[config.mk]
export PLATFORM = sky130hd
export DESIGN_NAME = div_operand_stager
export DESIGN_NICKNAME = d
export VERILOG_FILES = /design/src/rtl/div_operand_stager.sv
export SDC_FILE = /design/constraint.sdc
export NUM_CORES = 1
export LEC_CHECK = 0
export ABC_CLOCK_PERIOD_IN_PS = 7400
export BUFFER_PORTS_ARGS = -buffer_cell sky130_fd_sc_hd__buf_2
export CAP_MARGIN = 25
export CORE_ASPECT_RATIO = 0.6
export CORE_MARGIN = 8
export CORE_UTILIZATION = 58
export CTS_BUF_LIST = sky130_fd_sc_hd__clkbuf_4 sky130_fd_sc_hd__clkbuf_8 sky130_fd_sc_hd__clkbuf_16
export CTS_CLUSTER_DIAMETER = 50
export DETAILED_ROUTE_END_ITERATION = 7
export GPL_TIMING_DRIVEN = 0
export PLACE_DENSITY_LB_ADDON = 0.1
export SLEW_MARGIN = 25
export SYNTH_ARGS = -nofsm -noshare
export SYNTH_HDL_FRONTEND = slang
export SYNTH_SLANG_ARGS = --single-unit
[constraint.sdc]
create_clock -name clk -period 7.4 [get_ports clk]
set_clock_uncertainty 0.05 [all_clocks]
set_input_delay 1.48 -clock clk [delete_from_list [all_inputs] [get_ports clk]]
set_output_delay 1.48 -clock clk [all_outputs]
set_load 0.03 [all_outputs]
[src/rtl/div_operand_stager.sv]
// div_operand_stager
// Operand FIFO in front of a combinational 8-by-4 divider, plus a result
// register behind it that adds the remainder and a divide-by-zero flag.
// The head pair is presented to the divider straight from registers, so the
// divider's path runs register-to-register within a single cycle.

module div_operand_stager #(
    parameter int DEPTH = 4
) (
    input  logic                     clk,
    input  logic                     rst,
    input  logic                     in_valid,
    output logic                     in_ready,
    input  logic [7:0]               in_a,
    input  logic [3:0]               in_b,
    output logic [7:0]               div_a,
    output logic [3:0]               div_b,
    input  logic [7:0]               div_res,
    output logic                     out_valid,
    input  logic                     out_ready,
    output logic [7:0]               out_q,
    output logic [3:0]               out_r,
    output logic                     out_dz,
    output logic [$clog2(DEPTH):0]   count
);

    localparam int AW = $clog2(DEPTH);
    localparam int CW = AW + 1;
    localparam logic [CW-1:0] FULL_COUNT = CW'(DEPTH);

    // Entry layout: {dividend[7:0], divisor[3:0]}
    logic [11:0]   mem [DEPTH];
    logic [AW-1:0] wr_ptr_reg;
    logic [AW-1:0] rd_ptr_reg;
    logic [CW-1:0] count_reg;
    logic          out_valid_reg;
    logic [7:0]    out_q_reg;
    logic [3:0]    out_r_reg;
    logic          out_dz_reg;

    logic          push;
    logic          pop;
    logic          not_empty;
    logic [11:0]   head;
    logic [7:0]    prod;
    logic [7:0]    diff;
    logic [7:0]    q_next;
    logic [3:0]    r_next;
    logic          dz_next;

    // Handshake decisions come only from registered state, so in_ready has
    // no combinational path from in_valid or out_ready.
    assign not_empty = (count_reg != '0);
    assign in_ready  = (count_reg != FULL_COUNT);
    assign push      = in_valid && in_ready;
    assign pop       = not_empty && (!out_valid_reg || out_ready);

    // Head entry goes to the divider; an empty FIFO presents zeros rather
    // than whatever stale data sits in the unreset storage.
    assign head  = mem[rd_ptr_reg];
    assign div_a = not_empty ? head[11:4] : 8'h00;
    assign div_b = not_empty ? head[3:0]  : 4'h0;

    // Remainder is rebuilt from the divider's quotient; a zero divisor forces
    // the all-ones quotient and flags the result regardless of div_res.
    always_comb begin
        prod    = div_res * {4'h0, div_b};
        diff    = div_a - prod;
        q_next  = div_res;
        r_next  = diff[3:0];
        dz_next = 1'b0;
        if (div_b == 4'h0) begin
            q_next  = 8'hFF;
            r_next  = 4'h0;
            dz_next = 1'b1;
        end
    end

    // Operand storage: written on push, intentionally left out of reset.
    always_ff @(posedge clk) begin
        if (push) begin
            mem[wr_ptr_reg] <= {in_a, in_b};
        end
    end

    // Pointers and occupancy; simultaneous push and pop leave count alone.
    always_ff @(posedge clk or posedge rst) begin
        if (rst) begin
            wr_ptr_reg <= '0;
            rd_ptr_reg <= '0;
            count_reg  <= '0;
        end else begin
            if (push) begin
                wr_ptr_reg <= wr_ptr_reg + AW'(1);
            end
            if (pop) begin
                rd_ptr_reg <= rd_ptr_reg + AW'(1);
            end
            case ({push, pop})
                2'b10:   count_reg <= count_reg + CW'(1);
                2'b01:   count_reg <= count_reg - CW'(1);
                default: count_reg <= count_reg;
            endcase
        end
    end

    // Result register: loads on pop, otherwise drops valid once consumed
    // while keeping the last result values visible.
    always_ff @(posedge clk or posedge rst) begin
        if (rst) begin
            out_valid_reg <= 1'b0;
            out_q_reg     <= 8'h00;
            out_r_reg     <= 4'h0;
            out_dz_reg    <= 1'b0;
        end else if (pop) begin
            out_valid_reg <= 1'b1;
            out_q_reg     <= q_next;
            out_r_reg     <= r_next;
            out_dz_reg    <= dz_next;
        end else if (out_valid_reg && out_ready) begin
            out_valid_reg <= 1'b0;
        end
    end

    assign out_valid = out_valid_reg;
    assign out_q     = out_q_reg;
    assign out_r     = out_r_reg;
    assign out_dz    = out_dz_reg;
    assign count     = count_reg;

endmodule
==> results of run 1 <==
[worst paths after layout]
kind	startpoint	depth (start not counted)	end	slack [ns]
setup / recovery	div_res[0]	11	out_r[3]	3.62
setup reg to reg	rd_ptr_reg[0]	12	out_r[3]	3.64
hold reg to reg	out_r[0]	2	out_r[0]	0.43
max in group asynchronous	rst	2	rd_ptr_reg[1]	5.58
hold / removal	out_r[0]	2	out_r[0]	0.43
min in group asynchronous	rst	2	wr_ptr_reg[1]	1.22
[area by class of cell]
cell class / instances / area, sq um
Clock buffer: 9 / 124
Tap cell: 66 / 82.6
Buffer: 8 / 57.6
Fill cell: 351 / 1400
Multi-Input combinational cell: 114 / 1040
Sequential cell: 69 / 1970
Inverter: 14 / 52.6
Timing Repair Buffer: 53 / 265
Clock inverter: 7 / 138
[cells in the final DEF, fill, tap and decap left out, drive strengths merged, types with 3 or more instances in the layout]
cell type and count:
buf 58, edfxtp 48, dfrtp 21, inv 14, nand2 13, and2 12, clkbuf 12, and3 9
ha 9, mux4 9, o22a 8, xnor2 8, nor2 5, a21oi 5, o21ai 5, mux2i 4
xor2 4, fa 4, bufinv 4, mux2 3, nor2b 3, clkinv 3
[metrics by stage]
step	instance area [sq um]	hold WS [ns]	worst slack, ns	instances	utilization [%]
floorplan	3120	0.530	3.68	205	-
global placement	3460	0.408	3.34	324	67.5
detailed placement	3460	0.415	3.25	324	67.5
CTS	3730	0.431	3.59	340	72.6
global route	3730	0.452	3.47	340	72.6
finish	3730	0.426	3.62	340	72.6
[critical path, cell delays in order]
cell     delay (ns)
buf_2          0.14
and3_1         0.15
ha_1           0.32
fa_1           0.56
inv_1          0.05
ha_1           0.28
a31o_2         0.19
a21oi_1        0.23
xnor2_1        0.18
xnor3_1        0.27
o21ai_1        0.13
[logic make-up (layout without fill, tap and decap cells)]
| family | after synthesis | in the layout | synth area share, % |
|---|---|---|---|
| xor+xnor | 13 | 13 | 4.09 |
| mux | 16 | 16 | 8.99 |
| fa+ha+maj | 13 | 13 | 6.18 |
| simple gates | 47 | 47 | 7.95 |
| flops | 69 | 69 | 63.1 |
| compound gates | 25 | 25 | 6.14 |
| buf+inv | 22 | 91 | 3.53 |
[metal layers]
layer,part of all wire [%],up-vias
li1,-,876
met1,46,887
met2,47,51
met3,5.4,13
met4,1.7,0
met5,0,-
==> qor.yml, run 1 <==
status:
  status: "completed"
run:
  max_cap_viol_count: 0
setup_path:
  cp_max_fo: 6
  arrival_ns: 4.00
  required_ns: 7.62
  crit_path_start_kind: "input port"
  crit_type: "input port to register"
  end_kind: "register"
cells_and_area:
  num_antenna_cells: 0
  largest_reg_flops: 48
  syn_to_final_growth_pct: 19.6
  fin_nets: 306
  drive_above_1_share_pct: 31.8
route:
  ant_nets: 0
  detail_route.vias_per_cell: 5.37
  drtIter0Drc: 103
  post_drt_wl_per_cell_um: 18.1
  vias: 1827
  wl_um: 6160
  drt_first_pass_iters: 4
  drc: 0
yosys:
  synth.distinct_cells: 37
  synthTopCellsByArea: "edfxtp_1 46%, dfrtp_1 17%, mux4_2 5.8%"
  synthesis.area_sq_mm: 0.00312
  yosysWarnings: 0
  syn_inst: 205
  async_flop_share_pct: 30.4
  synth_top_area_cell: "edfxtp_1"
  synth.top_cell.area_share_pct: 46.2
  seq_area_frac_synth_pct: 63.1
  synth_edf_count: 48
  ys.flop_type: "edfxtp_1"
  synth_nets: 242
  synthTopCellsByCount: "48 x edfxtp_1, 21 x dfrtp_1, 14 x inv_1"
  yosysMostFrequentCell: "edfxtp_1"
  synth.avg_cell_area_sq_um: 15.2
  yosys_register_bits: 69
timing:
  setup_viol: 0
  finalHoldViolCount: 0
  fin_setup_tns_ns: 0
  slew_viol_final: 0
  relSlewSlack_pct: 46.9
  worstMarginPinSlew_ns: 0.795
  max_freq_mhz: 265
  rsz0062_at_grt: "false"
  period_share_pct: 51.1
  period_needed_ns: 3.78
place:
  dp_hpwl_um: 4460
  gp_congestion: 0.750
  portBuffers: 53
clock_tree:
  clock_latency_ns: 0.35
  cts_resized: 0
  clk_pin_slew_worst_paths_ns: 0.07
  htree_levels: 3
  cts_hold_buf: 0
  clock-sinks: 69
  post_cts_buffers: 0
  clockRootBuffer: "clkbuf_8"
  clk_path_buf_depth: 2
  numCtsBuffers: 9
  cts_tree: "done"
global_route:
  grt_pass1_vias: 1961
  use_met3_pct: 6.24
  grt_max_degree: 22
  grt_pass1_wl_um: 9830
  overflow: 0
  antenna_found_initial: 0
  met1_usage_pct: 19.5
  track_usage_pct: 16.0
  busiest_layer: "met2"
  grt.met2_usage_pct: 24.7
floorplan:
  die_area_sq_mm: 0.00805
  ios: 54
  die_y_um: 72.8
  die_w_um: 111
  num_rows: 20
  core_area_sq_mm: 0.00513
  start_util_pct: 60.8
hold_path:
  min_path_type: "register to register"
Power of run 1 is left out: the tool's default activity adds up to more than one toggle a clock period on the data nets, which glitch-free logic cannot reach.
==> run 2, diff against run 1 <==
--- a/config.mk
+++ b/config.mk
@@ -5,12 +5,12 @@
 export SDC_FILE = /design/constraint.sdc
 export NUM_CORES = 1
 export LEC_CHECK = 0
-export ABC_CLOCK_PERIOD_IN_PS = 7400
+export ABC_CLOCK_PERIOD_IN_PS = 3400
 export BUFFER_PORTS_ARGS = -buffer_cell sky130_fd_sc_hd__buf_2
 export CAP_MARGIN = 25
 export CORE_ASPECT_RATIO = 0.6
 export CORE_MARGIN = 8
-export CORE_UTILIZATION = 58
+export CORE_UTILIZATION = 50
 export CTS_BUF_LIST = sky130_fd_sc_hd__clkbuf_4 sky130_fd_sc_hd__clkbuf_8 sky130_fd_sc_hd__clkbuf_16
 export CTS_CLUSTER_DIAMETER = 50
 export DETAILED_ROUTE_END_ITERATION = 7
==> constraint.sdc (replaced) <==
create_clock -name clk -period 3.4 [get_ports clk]
set_clock_uncertainty 0.05 [all_clocks]
set_input_delay 0.68 -clock clk [delete_from_list [all_inputs] [get_ports clk]]
set_output_delay 0.68 -clock clk [all_outputs]
set_load 0.03 [all_outputs]
==> run 2 against run 1 <==
First-iteration DRC count is 3.9% higher. Design area up 3.2%. Final cell count is 6.8% higher. Core utilization is 9.1 points lower. Global-route usage down 2.0 points.
==> qor.yml, run 2 (synthesis gave the netlist of run 1 again) <==
timing:
  period_share_pct: 96.5
  setup_viol: 0  # unchanged
  finalHoldViolCount: 0  # unchanged
  max_freq_mhz: 305
  relSlewSlack_pct: 46.5  # was 46.9%
  worstMarginPinSlew_ns: 0.801  # was 0.795 ns
  period_needed_ns: 3.28
  slew_viol_final: 0  # unchanged
clock_tree:
  htree_levels: 3  # unchanged
  clock_latency_ns: 0.35  # about the same
  numCtsBuffers: 9  # unchanged
  clock-sinks: 69  # unchanged
  cts_tree: "done"  # unchanged
  clockRootBuffer: "clkbuf_8"  # unchanged
  clk_pin_slew_worst_paths_ns: 0.08  # was 0.07 ns
  clk_path_buf_depth: 2  # unchanged
place:
  dp.cells: 342  # was 324
  portBuffers: 53  # unchanged
  gp_congestion: 0.749  # was 0.750
  place_area_sq_mm: 0.00349  # was 0.00346 sq mm
  dp_hpwl_um: 4390  # was 4460 um
route:
  wl_met3_um: 331  # unchanged
  top_layer: "met4"  # unchanged
  met1Wirelength_um: 2980  # was 2830 um
  wl_met2_um: 2720  # was 2900 um
  drtIter0Drc: 107  # was 103
  vias: 1843  # was 1827
  drc: 0  # unchanged
  drt_first_pass_iters: 5  # was 4
  ant_nets: 0  # unchanged
  detail_route.vias_per_cell: 5.08  # was 5.37
  wl_um: 6100  # was 6160 um
  post_drt_wl_per_cell_um: 16.8  # was 18.1 um
floorplan:
  die_area_sq_mm: 0.00910  # was 0.00805 sq mm
  ios: 54  # unchanged
  start_util_pct: 51.5  # was 60.8%
  die_y_um: 77.2  # was 72.8 um
  num_rows: 22  # was 20
  core_area_sq_mm: 0.00606  # was 0.00513 sq mm
  die_w_um: 118  # was 111 um
setup_path:
  critPathTopFamily: "adder cells"  # unchanged
  crit_path_frequent_cell: "ha_4"  # was ha_1
  worstSetupStartpoint: "rd_ptr_reg[0]"  # was div_res[0]
  critPathBufInv: 2  # unchanged
  arrival_ns: 3.50  # was 4.00 ns
  r2r-start: "rd_ptr_reg[0]"  # unchanged
  path_cells: "buf_6 -> mux4_2 -> and3_4 -> ha_4 -> fa_1 -> inv_1 -> ha_4 -> a31o_4 -> a21oi_4 -> xnor2_2 -> xnor3_1 -> o21ai_1"  # was buf_2 -> and3_1 -> ha_1 -> fa_1 -> inv_1 -> ha_1 -> a31o_2 -> a21oi_1 -> xnor2_1 -> xnor3_1 -> o21ai_1
  critical_path.max_stage_delay_ns: 0.57  # was 0.56 ns
  crit_path_start_kind: "register"  # was input port
  end_kind: "register"  # unchanged
  crit_type: "register to register"  # was input port to register
  cp_max_fo: 5  # was 6
  cp_slowest_cell: "mux4_2"  # was fa_1
  required_ns: 3.62  # was 7.62 ns
cells_and_area:
  largest_reg_flops: 48  # unchanged
  fin_nets: 312  # was 306
  syn_to_final_growth_pct: 23.4  # was 19.6%
  final_cell_mix: "54 x buf_2, 48 x edfxtp_1, 21 x dfrtp_1"  # unchanged
  layout_commonest_cell: "buf_2"  # unchanged
  drive_above_1_share_pct: 37.6  # was 31.8%
  fin_area_sq_mm: 0.00384  # was 0.00373 sq mm
  num_antenna_cells: 0  # unchanged
  final_cells: 363  # was 340
global_route:
  grt_pass1_vias: 1948  # was 1961
  overflow: 0  # unchanged
  grt_pass1_wl_um: 10000  # was 9830 um
  grt_max_degree: 22  # unchanged
  antenna_found_initial: 0  # unchanged
  track_usage_pct: 14.0  # was 16.0%
status:
  status: "completed"  # unchanged
run:
  max_cap_viol_count: 0  # unchanged
hold_path:
  min_path_type: "input port to async pin"  # was register to register
-- run 2: cell types whose count changed in the layout (fill, tap and decap cells not counted), sizes merged --
cell,before,now
clkbuf,12,11
clkinv,3,2
clkinvlp,0,2
bufinv,4,2
buf,58,65
-- run 2: final timing paths --
path                                  to  slack (ns)  depth (start not counted)
worst max-delay path            out_r[3]        0.12                         12
max in group asynchronous       out_r[2]        2.37                          2
min in group clk                out_r[1]        0.44                          2
worst min-delay path            count[2]        0.42                          2
worst max register to register  out_r[3]        0.12                         12
worst min register to register  out_r[1]        0.44                          2
-- run 2: stage by stage --
step	setup slack, ns	util [%]	setup TNS [ns]	hold slack (ns)
finish	0.119	63.5	0	0.416
global route	-0.00554	63.5	-0.00554	0.461
CTS	0.0148	61.7	0	0.436
detailed placement	-0.253	57.6	-0.253	0.428
global placement	-0.258	57.6	-0.258	0.408
floorplan	0.0210	-	0	0.530
-- run 2: final cells by class --
cell class                      count  area, sq um
Fill cell                         501         2210
Sequential cell                    69         1970
Multi-Input combinational cell    114         1120
Timing Repair Buffer               60          330
Clock buffer                        9          124
Tap cell                           84          105
Clock inverter                      6         88.8
Buffer                              7         57.6
Inverter                           14         52.6
-- run 2: timing repair --
action | 4_1_cts | 5_1_grt
hold buffers | 0 | 0
pin swaps | 2 | 6
setup buffers | 3 | 4
gates resized for setup | 5 | 10
endpoints found under the setup margin | 1 | 1
-- run 2: layer usage --
layer | up-vias | GRT usage (%)
met2 | 42 | 20.7
met3 | 9 | 5.26
met5 | - | 0
li1 | 884 | -
met1 | 908 | 18.7
met4 | 0 | 4.19
-- run 2: worst register-to-register path, cell delays in order (launching register included) --
cell and delay [ns]:
dfrtp_1 0.37, buf_6 0.11, mux4_2 0.57, and3_4 0.19, ha_4 0.21, fa_1 0.53, inv_1 0.08, ha_4 0.24
a31o_4 0.22, a21oi_4 0.17, xnor2_2 0.12, xnor3_1 0.22, o21ai_1 0.13
Power of run 2 is left out for the same reason.
==> run 3, diff against run 2 <==
--- a/config.mk
+++ b/config.mk
@@ -16,6 +16,7 @@
 export DETAILED_ROUTE_END_ITERATION = 7
 export GPL_TIMING_DRIVEN = 0
 export PLACE_DENSITY_LB_ADDON = 0.1
+export REMOVE_ABC_BUFFERS = 1
 export SLEW_MARGIN = 25
 export SYNTH_ARGS = -nofsm -noshare
 export SYNTH_HDL_FRONTEND = slang
==> run 3 against run 2 <==
Sequential share of layout area rose by 0.15 points. Design area about the same. Clock-buffer cell count rose by 1. Global-route usage is 0.84 points higher. Setup slack improved by 0.0069 ns. Largest cell class unchanged. Critical endpoint unchanged. Final cell count unchanged. Critical path depth decreased by 1. Non-clock buffer count shrank 1. Worst hold slack gained 0.021 ns.
==> qor.yml, run 3 (synthesis gave the netlist of run 1 again) <==
timing:
  hold_ws_ns: 0.437  # was 0.416 ns
  period_share_pct: 96.3  # was 96.5%
  slew_viol_final: 0  # unchanged
  max_freq_mhz: 305  # about the same
  relSlewSlack_pct: 43.7  # was 46.5%
  fin_setup_tns_ns: 0  # unchanged
  period_needed_ns: 3.27  # was 3.28 ns
  worstMarginPinSlew_ns: 0.844  # was 0.801 ns
  finalHoldViolCount: 0  # unchanged
  setup_viol: 0  # unchanged
hold_path:
  min_path_type: "register to register"  # was input port to async pin
  worst_hold_startpoint: "out_r[2]"
  holdPathEnd: "out_r[2]"
  min_path_cells: 2
setup_path:
  end_kind: "register"  # unchanged
  r2r-start: "rd_ptr_reg[0]"  # unchanged
  timing.rr.end: "out_r[3]"  # unchanged
  r2r_cells: 11  # was 12
  required_ns: 3.61  # was 3.62 ns
  worstSetupStartpoint: "rd_ptr_reg[0]"  # unchanged
  rrSetupSlack_ns: 0.13  # was 0.12 ns
  arrival_ns: 3.49  # was 3.50 ns
  cp_max_fo: 5  # unchanged
  crit_type: "register to register"  # unchanged
  crit_path_start_kind: "register"  # unchanged
global_route:
  overflow: 0  # unchanged
  track_usage_pct: 14.9  # was 14.0%
  antenna_found_initial: 0  # unchanged
  grt_pass1_vias: 1991  # was 1948
  grt_pass1_wl_um: 10400  # was 10000 um
  grt_max_degree: 22  # unchanged
clock_tree:
  cts_tree: "done"  # unchanged
  clock_latency_ns: 0.34  # was 0.35 ns
  clockRootBuffer: "clkbuf_8"  # unchanged
  numCtsBuffers: 9  # unchanged
  clk_path_buf_depth: 2  # unchanged
  clk_pin_slew_worst_paths_ns: 0.07  # was 0.08 ns
  clock-sinks: 69  # unchanged
  htree_levels: 3  # unchanged
cells_and_area:
  syn_to_final_growth_pct: 23.5  # was 23.4%
  final_cell_mix: "53 x buf_2, 48 x edfxtp_1, 19 x dfrtp_1"  # was 54 x buf_2, 48 x edfxtp_1, 21 x dfrtp_1
  drive_above_1_share_pct: 38.4  # was 37.6%
  largest_reg_flops: 48  # unchanged
  fin_nets: 311  # was 312
  layout_commonest_cell: "buf_2"  # unchanged
  fillers: 485  # was 501
  num_antenna_cells: 0  # unchanged
  utilization_pct: 63.6  # was 63.5%
route:
  vias: 1871  # was 1843
  ant_nets: 0  # unchanged
  post_drt_wl_per_cell_um: 17.3  # was 16.8 um
  wl_um: 6290  # was 6100 um
  drc: 0  # unchanged
  drt_first_pass_iters: 4  # was 5
  drtIter0Drc: 148  # was 107
  detail_route.vias_per_cell: 5.15  # was 5.08
place:
  gp_congestion: 0.761  # was 0.749
  dp_hpwl_um: 4120  # was 4390 um
  portBuffers: 53  # unchanged
floorplan:
  die_y_um: 77.2  # unchanged
  start_util_pct: 51.5  # unchanged
  num_rows: 22  # unchanged
  die_area_sq_mm: 0.00910  # unchanged
  die_w_um: 118  # unchanged
  ios: 54  # unchanged
  core_area_sq_mm: 0.00606  # unchanged
run:
  max_cap_viol_count: 0  # unchanged
status:
  status: "completed"  # unchanged
## run 3: cell count changes in the layout (fill, tap and decap cells not counted), moves of 2 or more
cell	before	now
buf_4	7	12
buf_6	3	0
dfrtp_1	21	19
dfrtp_4	0	2
## run 3: area by class of cell
| type | instances | area, sq um | share of cell area, % |
|---|---|---|---|
| Clock inverter | 6 | 88.8 | 2.31 |
| Timing Repair Buffer | 66 | 370 | 9.62 |
| Tap cell | 84 | 105 | 2.73 |
| Sequential cell | 69 | 1970 | 51.3 |
| Clock buffer | 10 | 131 | 3.41 |
| Multi-Input combinational cell | 114 | 1130 | 29.3 |
| Inverter | 14 | 52.6 | 1.37 |
## run 3: metal layers
metal / track usage [%] / routed length, um / vias to the layer above
met5: 0 / 0 / -
met4: 4.19 / 63 / 0
met3: 6.51 / 495 / 6
met2: 22.4 / 2870 / 56
met1: 19.0 / 2860 / 927
li1: - / - / 882
## run 3: how the worst max path moves through the flow
stage / cells after the start / to
final: 11 / out_r[3]
after floorplan: 11 / out_r[3]
after global placement: 11 / out_r[3]
after CTS: 11 / out_r[3]
after global routing: 13 / out_r[3]
after detailed placement: 11 / out_r[3]
## run 3: metrics by stage
step / cell area, sq um / instances / worst slack [ns]
2_1_floorplan: 3060 / 197 / -0.323
3_3_place_gp: 3430 / 334 / -0.724
3_5_place_dp: 3440 / 334 / -0.797
4_1_cts: 3790 / 361 / 0.0157
5_1_grt: 3850 / 363 / -0.00908
6_report: 3850 / 363 / 0.126
## run 3: timing repair
| item | 4_1_cts | 5_1_grt |
|---|---|---|
| setup buffers | 11 | 2 |
| hold buffers | 0 | 0 |
| endpoints found under the setup margin | 3 | 1 |
| resized for setup | 11 | 7 |
| pin swaps | 1 | 3 |
## run 3: worst max-delay path, stage by stage (launching register included)
cell and delay, ns:
dfrtp_4 0.46, buf_8 0.15, mux4_2 0.52, and3_1 0.21, ha_1 0.32, fa_1 0.53, inv_1 0.06, ha_4 0.25
a21oi_2 0.16, xnor2_1 0.14, xnor3_1 0.22, o21ai_1 0.13
Power of run 3 is left out for the same reason.
